<file path="src/rtl/iq_block_quantizer_pkg.sv">
// Shared fronthaul IQ parameters and types.
//   Widths of the raw and quantised IQ components, block length, exponent
//   width, packed I/Q sample types, the ping-pong bank state, and the
//   per-component helpers (saturating magnitude, round-and-saturate).
package iq_block_quantizer_pkg;

  localparam int QUANTISATION_BITWIDTH = 8;
  localparam int INPUT_SAMPLE_BITWIDTH = 16;
  localparam int BLOCK_LEN             = 12;
  localparam int EXPONENT_BITWIDTH     = 4;

  // Wide enough to hold BLOCK_LEN itself (bank length of a full block).
  localparam int BLK_CNT_W = $clog2(BLOCK_LEN + 1);

  // Largest symmetric quantised magnitude, in the rounding datapath width.
  localparam logic signed [INPUT_SAMPLE_BITWIDTH:0] Q_MAX =
    (INPUT_SAMPLE_BITWIDTH + 1)'(2 ** (QUANTISATION_BITWIDTH - 1) - 1);

  typedef struct packed {
    logic signed [INPUT_SAMPLE_BITWIDTH-1:0] i;
    logic signed [INPUT_SAMPLE_BITWIDTH-1:0] q;
  } iq_in_t;

  typedef struct packed {
    logic signed [QUANTISATION_BITWIDTH-1:0] i;
    logic signed [QUANTISATION_BITWIDTH-1:0] q;
  } iq_q_t;

  typedef enum logic [1:0] {FREE, FILLING, CLOSED, DRAINING} bank_state_t;

  // |x| with the most negative code folded onto the most positive one, so
  // the result always fits the signed input range.
  function automatic logic [INPUT_SAMPLE_BITWIDTH-1:0] sat_abs(
    input logic signed [INPUT_SAMPLE_BITWIDTH-1:0] x
  );
    logic [INPUT_SAMPLE_BITWIDTH-1:0] r;
    if (x == {1'b1, {(INPUT_SAMPLE_BITWIDTH-1){1'b0}}}) r = {1'b0, {(INPUT_SAMPLE_BITWIDTH-1){1'b1}}};
    else if (x[INPUT_SAMPLE_BITWIDTH-1])               r = -x;
    else                                                r = x;
    return r;
  endfunction

  // Round half up, arithmetic shift by e, clamp to the symmetric range.
  // One guard bit keeps x + 2^(e-1) from overflowing.
  function automatic logic signed [QUANTISATION_BITWIDTH-1:0] quantise(
    input logic signed [INPUT_SAMPLE_BITWIDTH-1:0] x,
    input logic        [EXPONENT_BITWIDTH-1:0]     e
  );
    logic signed [INPUT_SAMPLE_BITWIDTH:0] rnd;
    logic signed [INPUT_SAMPLE_BITWIDTH:0] sum;
    logic signed [INPUT_SAMPLE_BITWIDTH:0] sh;
    logic signed [QUANTISATION_BITWIDTH-1:0] r;
    rnd = '0;
    if (e != '0) rnd = {{INPUT_SAMPLE_BITWIDTH{1'b0}}, 1'b1} << (e - 1'b1);
    sum = {x[INPUT_SAMPLE_BITWIDTH-1], x} + rnd;
    sh  = sum >>> e;
    if (sh > Q_MAX)       r = Q_MAX[QUANTISATION_BITWIDTH-1:0];
    else if (sh < -Q_MAX) r = -Q_MAX[QUANTISATION_BITWIDTH-1:0];
    else                  r = sh[QUANTISATION_BITWIDTH-1:0];
    return r;
  endfunction

endpackage

</file>
<file path="src/rtl/iq_block_quantizer_exp.sv">
// bfp_exponent_calc: block maximum magnitude -> shared right-shift exponent.
//   run_max  : largest saturated magnitude seen in the block (unsigned)
//   exponent : smallest e in 0..IN_W-Q_W with (run_max >> e) < 2^(Q_W-1)
// Purely combinational; shared with the decompressor side.
module bfp_exponent_calc #(
  parameter int IN_W  = 16,
  parameter int Q_W   = 8,
  parameter int EXP_W = 4
) (
  input  logic [IN_W-1:0]  run_max,
  output logic [EXP_W-1:0] exponent
);

  int msb_pos;
  int e_int;

  // With the leading one at position p the shifted value fits Q_W-1 bits
  // once e >= p - Q_W + 2; clamp into the legal exponent range.
  always_comb begin
    msb_pos = -1;
    for (int b = 0; b < IN_W; b++) begin
      if (run_max[b]) msb_pos = b;
    end
    e_int = msb_pos - Q_W + 2;
    if (e_int < 0)           e_int = 0;
    if (e_int > IN_W - Q_W)  e_int = IN_W - Q_W;
    exponent = EXP_W'(e_int);
  end

endmodule

</file>
<file path="src/rtl/iq_block_quantizer.sv">
// iq_block_quantizer: block-floating-point IQ compressor.
//   clk, rst          : clock, synchronous active-high reset
//   syncTo10ms        : frame strobe, rising edge closes any partial block
//   inData/inValid/inReady : I (upper) / Q (lower) samples, valid/ready
//   quantizedData/outValid/outReady : requantised I/Q, valid/ready
//   blockExponent     : right shift applied to the current block
//   outFirst/outLast  : first / last sample of a block
// Two ping-pong banks: one fills while the other drains into a single
// registered output stage.
module iq_block_quantizer
  import iq_block_quantizer_pkg::*;
(
  input  logic                                 clk,
  input  logic                                 rst,
  input  logic                                 syncTo10ms,
  input  logic [2*INPUT_SAMPLE_BITWIDTH-1:0]   inData,
  input  logic                                 inValid,
  output logic                                 inReady,
  output logic [2*QUANTISATION_BITWIDTH-1:0]   quantizedData,
  output logic                                 outValid,
  input  logic                                 outReady,
  output logic [EXPONENT_BITWIDTH-1:0]         blockExponent,
  output logic                                 outFirst,
  output logic                                 outLast
);

  localparam int IN_W  = INPUT_SAMPLE_BITWIDTH;
  localparam int EXP_W = EXPONENT_BITWIDTH;
  localparam int CNT_W = BLK_CNT_W;

  // ---------------- state ----------------
  logic              sync_d_q,  sync_d_d;
  logic              wr_bank_q, wr_bank_d;
  logic [CNT_W-1:0]  wr_cnt_q,  wr_cnt_d;
  logic [IN_W-1:0]   run_max_q, run_max_d;

  bank_state_t       bank_state_q [2];
  bank_state_t       bank_state_d [2];
  logic [CNT_W-1:0]  bank_len_q   [2];
  logic [CNT_W-1:0]  bank_len_d   [2];
  logic [EXP_W-1:0]  bank_exp_q   [2];
  logic [EXP_W-1:0]  bank_exp_d   [2];
  iq_in_t            mem_q        [2][BLOCK_LEN];
  iq_in_t            mem_d        [2][BLOCK_LEN];

  logic              rd_bank_q, rd_bank_d;
  logic [CNT_W-1:0]  rd_cnt_q,  rd_cnt_d;

  logic              out_valid_q, out_valid_d;
  iq_q_t             out_data_q,  out_data_d;
  logic [EXP_W-1:0]  out_exp_q,   out_exp_d;
  logic              out_first_q, out_first_d;
  logic              out_last_q,  out_last_d;

  // ---------------- decode ----------------
  iq_in_t            in_s;
  logic [IN_W-1:0]   abs_i, abs_q, samp_max, acc_max, close_max;
  logic [EXP_W-1:0]  close_exp;
  logic [CNT_W-1:0]  close_len;
  logic              sync_edge, wr_open, accept;
  logic              close_full, close_sync, close_any;
  logic              rd_avail, load, rd_first, rd_last;
  iq_in_t            rd_samp;
  logic [EXP_W-1:0]  rd_exp;

  always_comb begin
    in_s      = iq_in_t'(inData);
    abs_i     = sat_abs(in_s.i);
    abs_q     = sat_abs(in_s.q);
    samp_max  = (abs_i > abs_q) ? abs_i : abs_q;
    acc_max   = (samp_max > run_max_q) ? samp_max : run_max_q;

    sync_edge = syncTo10ms && !sync_d_q;
    wr_open   = (bank_state_q[wr_bank_q] == FREE) || (bank_state_q[wr_bank_q] == FILLING);
    inReady   = !rst && wr_open && !sync_edge;
    accept    = inValid && inReady;

    close_full = accept && (wr_cnt_q == CNT_W'(BLOCK_LEN - 1));
    close_sync = sync_edge && (wr_cnt_q != '0);
    close_any  = close_full || close_sync;
    // A full-block close must include the sample landing this cycle.
    close_max  = close_full ? acc_max : run_max_q;
    close_len  = close_full ? CNT_W'(BLOCK_LEN) : wr_cnt_q;

    rd_avail = (bank_state_q[rd_bank_q] == CLOSED) || (bank_state_q[rd_bank_q] == DRAINING);
    load     = rd_avail && (!out_valid_q || outReady);
    rd_samp  = mem_q[rd_bank_q][rd_cnt_q];
    rd_exp   = bank_exp_q[rd_bank_q];
    rd_first = (rd_cnt_q == '0);
    rd_last  = (rd_cnt_q == bank_len_q[rd_bank_q] - 1'b1);
  end

  // Exponent is derived in the closing cycle so it lands in the bank
  // together with the CLOSED state.
  bfp_exponent_calc #(
    .IN_W  (IN_W),
    .Q_W   (QUANTISATION_BITWIDTH),
    .EXP_W (EXP_W)
  ) u_exp (
    .run_max  (close_max),
    .exponent (close_exp)
  );

  // ---------------- next state ----------------
  always_comb begin
    sync_d_d     = syncTo10ms;
    wr_bank_d    = wr_bank_q;
    wr_cnt_d     = wr_cnt_q;
    run_max_d    = run_max_q;
    bank_state_d = bank_state_q;
    bank_len_d   = bank_len_q;
    bank_exp_d   = bank_exp_q;
    mem_d        = mem_q;
    rd_bank_d    = rd_bank_q;
    rd_cnt_d     = rd_cnt_q;
    out_valid_d  = out_valid_q;
    out_data_d   = out_data_q;
    out_exp_d    = out_exp_q;
    out_first_d  = out_first_q;
    out_last_d   = out_last_q;

    // Write side
    if (accept) begin
      mem_d[wr_bank_q][wr_cnt_q] = in_s;
      wr_cnt_d  = wr_cnt_q + 1'b1;
      run_max_d = acc_max;
      if (bank_state_q[wr_bank_q] == FREE) bank_state_d[wr_bank_q] = FILLING;
    end
    if (close_any) begin
      bank_state_d[wr_bank_q] = CLOSED;
      bank_len_d[wr_bank_q]   = close_len;
      bank_exp_d[wr_bank_q]   = close_exp;
      wr_cnt_d                = '0;
      run_max_d               = '0;
      wr_bank_d               = !wr_bank_q;
    end

    // Read side. The bank is released as soon as its last sample has moved
    // into the output register: that copy no longer needs the storage, and
    // releasing here lets the writer reuse the bank without a bubble.
    if (load) begin
      out_valid_d  = 1'b1;
      out_data_d.i = quantise(rd_samp.i, rd_exp);
      out_data_d.q = quantise(rd_samp.q, rd_exp);
      out_exp_d    = rd_exp;
      out_first_d  = rd_first;
      out_last_d   = rd_last;
      if (rd_first) bank_state_d[rd_bank_q] = DRAINING;
      if (rd_last) begin
        bank_state_d[rd_bank_q] = FREE;
        rd_cnt_d                = '0;
        rd_bank_d               = !rd_bank_q;
      end else begin
        rd_cnt_d = rd_cnt_q + 1'b1;
      end
    end else if (outReady) begin
      out_valid_d = 1'b0;
    end
  end

  always_ff @(posedge clk) begin
    if (rst) begin
      sync_d_q    <= 1'b0;
      wr_bank_q   <= 1'b0;
      wr_cnt_q    <= '0;
      run_max_q   <= '0;
      rd_bank_q   <= 1'b0;
      rd_cnt_q    <= '0;
      out_valid_q <= 1'b0;
      out_data_q  <= '0;
      out_exp_q   <= '0;
      out_first_q <= 1'b0;
      out_last_q  <= 1'b0;
      for (int b = 0; b < 2; b++) begin
        bank_state_q[b] <= FREE;
        bank_len_q[b]   <= '0;
        bank_exp_q[b]   <= '0;
      end
    end else begin
      sync_d_q     <= sync_d_d;
      wr_bank_q    <= wr_bank_d;
      wr_cnt_q     <= wr_cnt_d;
      run_max_q    <= run_max_d;
      rd_bank_q    <= rd_bank_d;
      rd_cnt_q     <= rd_cnt_d;
      out_valid_q  <= out_valid_d;
      out_data_q   <= out_data_d;
      out_exp_q    <= out_exp_d;
      out_first_q  <= out_first_d;
      out_last_q   <= out_last_d;
      bank_state_q <= bank_state_d;
      bank_len_q   <= bank_len_d;
      bank_exp_q   <= bank_exp_d;
    end
  end

  // Sample storage needs no reset; bank state decides what is valid.
  always_ff @(posedge clk) begin
    mem_q <= mem_d;
  end

  assign quantizedData = out_data_q;
  assign outValid      = out_valid_q;
  assign blockExponent = out_exp_q;
  assign outFirst      = out_first_q;
  assign outLast       = out_last_q;

endmodule

</file>
<file path="config.mk">
export PLATFORM = sky130hd
export DESIGN_NAME = iq_block_quantizer
export DESIGN_NICKNAME = d
export VERILOG_FILES = /design/src/rtl/iq_block_quantizer_pkg.sv /design/src/rtl/iq_block_quantizer_exp.sv /design/src/rtl/iq_block_quantizer.sv
export SDC_FILE = /design/constraint.sdc
export NUM_CORES = 1
export LEC_CHECK = 0
export CAP_MARGIN = 10
export CORE_MARGIN = 4
export CORE_UTILIZATION = 60
export DETAILED_ROUTE_END_ITERATION = 10
export GPL_TIMING_DRIVEN = 0
export PLACE_DENSITY_LB_ADDON = 0.08
export SLEW_MARGIN = 20
export SYNTH_ARGS = -nofsm -noshare
export SYNTH_HDL_FRONTEND = slang
export SYNTH_SLANG_ARGS = --single-unit
</file>
<file path="constraint.sdc">
create_clock -name clk -period 28.7 [get_ports clk]
set_input_delay 5.74 -clock clk [delete_from_list [all_inputs] [get_ports clk]]
set_output_delay 5.74 -clock clk [all_outputs]
set_load 0.05 [all_outputs]
</file>
==> summary.txt <==
Status
  – Outcome: complete, no violations

Clock network
  – Postcts setup bufs: 0
  – Htree depth: 3
  – Buffer levels on the longest clock path: 3
  – CTS clk-pin slew, worst paths: about 60 ps
  – CTS Buf Count: 84
  – Worst skew pair latency: between 600 and 700 ps
  – Clock tree root buffer cell: clkbuf_16
  – Clock sink count: about 840
  – Resize count post-CTS: 0
  – Cts-stage hold buffer count: 0
  – CTS tree: yes

Worst setup path
  – Critical R2R Launch: rd_cnt_q[0]
  – CP dominant cell by count: ha_1
  – Reg2reg end: quantizedData[2]
  – Crit start category: input port
  – Critical Path RT: roughly 30000 ps
  – CP max stage cell: clkdlybuf4s50_1
  – Slowest stage delay, CP: 1000 ps
  – Critical path type: in -> reg
  – Crit-path max FO: 25
  – CP endpoint kind: register
  – R2R depth: 23
  – Reg-to-reg slack, setup: about 20000 ps
  – CP arrival: between 15000 and 20000 ps

STA
  – Worst hold margin: approximately 450 ps
  – Final worst slack: about 13000 ps
  – Rel. slew slack: roughly 22%
  – Max-slew violation count: 0
  – Endpoints failing setup: 0
  – Unrepaired setup endpoints after global routing: no
  – Post-route setup TNS: 0 ps
  – FMAX: about 63 MHz
  – Post-route clock period utilization: between 50 and 60%
  – Min cycle time layout: ~16000 ps
  – Final Hold Vio Count: 0
  – Max Clock Skew: around 30 ps
  – Worst-Margin Slew: 1163 ps

Power
  – Pwr/cell area: 61.97 nW/um^2
  – P_leak: roughly 15 nW
  – Maximum vdd ir drop: around 0.073 mV
  – Pwr Total: between 2 and 3 mW

Min path
  – Worst Hold Class: reg -> reg
  – WHS Endpoint: bank_len_q[3]
  – Hold Path Stages: 2
  – Hold_sp: bank_len_q[3]

Route
  – Via count: ~25000
  – Number of DRC markers in iteration 0: 3336
  – DRC viols: 0
  – Drt total wl: roughly 110000 um
  – Vias per std cell: 6.853
  – DRT antenna net count: 0
  – First drt pass iteration count: 6
  – Avg WL per Cell: between 30 and 40 um

Die
  – Width of the die: around 260 um
  – Die area: ~70000 um^2
  – Starting density of the core: 60.52%
  – # rows: 93
  – Ports: slightly above 60
  – Die Ht: approximately 260 um
  – Core area: 64350 um^2

Yosys
  – Register area share after synthesis: roughly 63%
  – Multiplexer share of the synthesized area: between 10% and 20%
  – Synth Instances: about 2600
  – Synth unique cells: between 100 and 150
  – Ys async rst share: 0%
  – Mean post-synth cell area: 15.24 um^2
  – Synthesized flop and latch total: roughly 840
  – Combinational family with the most area after synthesis: multiplexers
  – Compound-Gate Fraction of Synth Area: between 8 and 9%
  – Ys flop type: edfxtp_1
  – Number of synthesis warnings: 0
  – Mapped Area: just under 40000 um^2
  – Number of synthesized flops with an enable pin: 768
  – Synth Area in Simple Gates: ~7.6%
  – Post-Synth Adder-Cell Area: between 2 and 3%
  – Xor/xnor share of the synthesized area: between 1 and 1.5%

GRT
  – GR Util met1: 44.27%
  – M3 GR Usage: approximately 5.2%
  – Vias in the first global route: 24830
  – Initial antenna violation count: 2
  – Met2 Usage GRT: 52.49%
  – Most Crowded Layer GR: met2
  – First-pass GRT wire length: between 150000 and 200000 um
  – GRT Util Overall: about a third
  – GRT Residual Overflow: 0
  – Largest net degree at the start of global routing: 33

Placed design
  – Port buffer count: 60
  – GP Congestion: around 0.94
  – Placed Area: approximately 40000 um^2
  – Post-DP HPWL: between 70000 and 80000 um
  – Setup Slack @ Placement: 12330 ps
  – Cell count after placement: around 3500

Flow run
  – Max cap viols: 0

Final layout
  – Total Nets Final: about 2800
  – Layout cells sized above 1: approximately a fifth
  – P&R area growth vs syn: 12.93%
  – Post-Layout Cell Count: around 3700
  – # fillers: 4227
  – Design Area, Final: 43970 um^2
  – Core Util, Final: 68.34%
-- where the power goes --
part           internal, mW  leakage, nW  switching (mW)  total (mW)
logic                0.0820         5.83           0.154       0.236
registers              1.34         7.46         0.00317        1.34
clock network         0.674         1.43           0.476        1.15
-- worst max path at each step --
| stage | start | endpoint | slack (ps) |
|---|---|---|---|
| CTS | inData[0] | bank_exp_q[6] | 12950 |
| detailed placement | inData[0] | bank_exp_q[6] | 12330 |
| finish | inData[0] | bank_exp_q[6] | 12710 |
| floorplan | inData[0] | bank_exp_q[2] | 15440 |
| global route | inData[0] | bank_exp_q[1] | 11840 |
| global placement | inData[16] | bank_exp_q[1] | 12580 |
-- flip-flops by register name, summed over array words and instances (netlist names) --
name,count
bank_exp_q,8
bank_len_q,8
bank_state_q,2
blockExponent,4
mem_q,768
outFirst,1
outLast,1
outValid,1
quantizedData,16
rd_bank_q,1
rd_cnt_q,4
run_max_q,16
sync_d_q,1
wr_bank_q,1
wr_cnt_q,4
-- area by class of cell --
| type | instances | area, um^2 | share of cell area, % |
|---|---|---|---|
| repair buffers | 86 | 957.2 | 2.177 |
| clock buffers | 98 | 2197 | 4.996 |
| flip-flops and latches | 836 | 24420 | 55.54 |
| well taps | 855 | 1070 | 2.433 |
| diodes | 1 | 2.502 | 0.005691 |
| plain buffers | 141 | 767.0 | 1.744 |
| inverters | 59 | 221.5 | 0.5036 |
| clock inverters | 58 | 728.2 | 1.656 |
| multi-input cells | 1521 | 13610 | 30.95 |
-- kinds of logic (layout without fill, tap and decap cells) --
family / count (synthesis) / count (layout)
adders and majority gates: 80 / 80
buffers and inverters: 200 / 442
other: 1 / 3
DFF: 836 / 836
muxes: 303 / 303
xor gates and xnor gates: 45 / 45
and+or+nand+nor: 601 / 601
AOI/OAI and AO/OA: 490 / 490
-- cell usage after synthesis (all sizes together), types with 6 or more instances --
| library cell | number | share of area (%) |
|---|---|---|
| nand2b | 8 | 0.13 |
| mux2i | 70 | 1.8 |
| o31ai | 11 | 0.22 |
| o211a | 7 | 0.18 |
| a221oi | 6 | 0.13 |
| o21a | 19 | 0.37 |
| nand2 | 163 | 1.6 |
| nor3 | 42 | 0.58 |
| a311oi | 7 | 0.16 |
| nand4 | 25 | 0.42 |
| a22oi | 7 | 0.13 |
| and3 | 33 | 0.55 |
| a211oi | 33 | 0.65 |
| a2111oi | 7 | 0.21 |
| edfxtp | 768 | 59 |
| inv | 58 | 0.56 |
| or4 | 6 | 0.12 |
| a211o | 7 | 0.16 |
| and2 | 18 | 0.30 |
| or3 | 12 | 0.20 |
| clkbuf | 89 | 1.2 |
| mux2 | 15 | 0.46 |
| a21oi | 118 | 1.5 |
| nand3 | 52 | 0.71 |
| a21o | 19 | 0.37 |
| o21ai | 105 | 1.4 |
| buf | 52 | 0.73 |
| nor2b | 11 | 0.18 |
| o2111ai | 6 | 0.13 |
| xor2 | 20 | 0.45 |
| or2 | 13 | 0.21 |
| a31oi | 25 | 0.44 |
| xnor2 | 25 | 0.60 |
| mux4 | 218 | 13 |
| nor4 | 18 | 0.29 |
| o22ai | 11 | 0.18 |
| dfxtp | 68 | 3.5 |
| ha | 78 | 2.5 |
| o211ai | 33 | 0.68 |
| nor2 | 171 | 1.7 |
-- critical path, delay by kind of cell --
family                   cells  cell delay [ps]
buffers and inverters       11             3100
adder cells (fa/ha/maj)      5             1330
AO/OA/AOI/OAI               13             3090
multiplexers                 1              290
AND/OR/NAND/NOR             12             2980
-- per-layer routing --
metal  share of wire, %  wire, um  vias up
met5              0.012        13        -
met4                3.4      3702        2
met3                9.3     10250      214
met2                 49     53640     1421
met1                 39     42560    12790
li1                   -         -    10630
-- cells in the final DEF, fill, tap and decap left out, drive strengths merged, types with 62 or more instances in the layout --
master  Yosys  final
o21ai     105    105
inv        58     62
nand2     163    163
ha         78     78
a21oi     118    118
mux4      218    218
edfxtp    768    768
nor2      171    171
dfxtp      68     68
clkbuf     89    189
mux2i      70     70
buf        52    100
(Power assumes the default switching activity.)
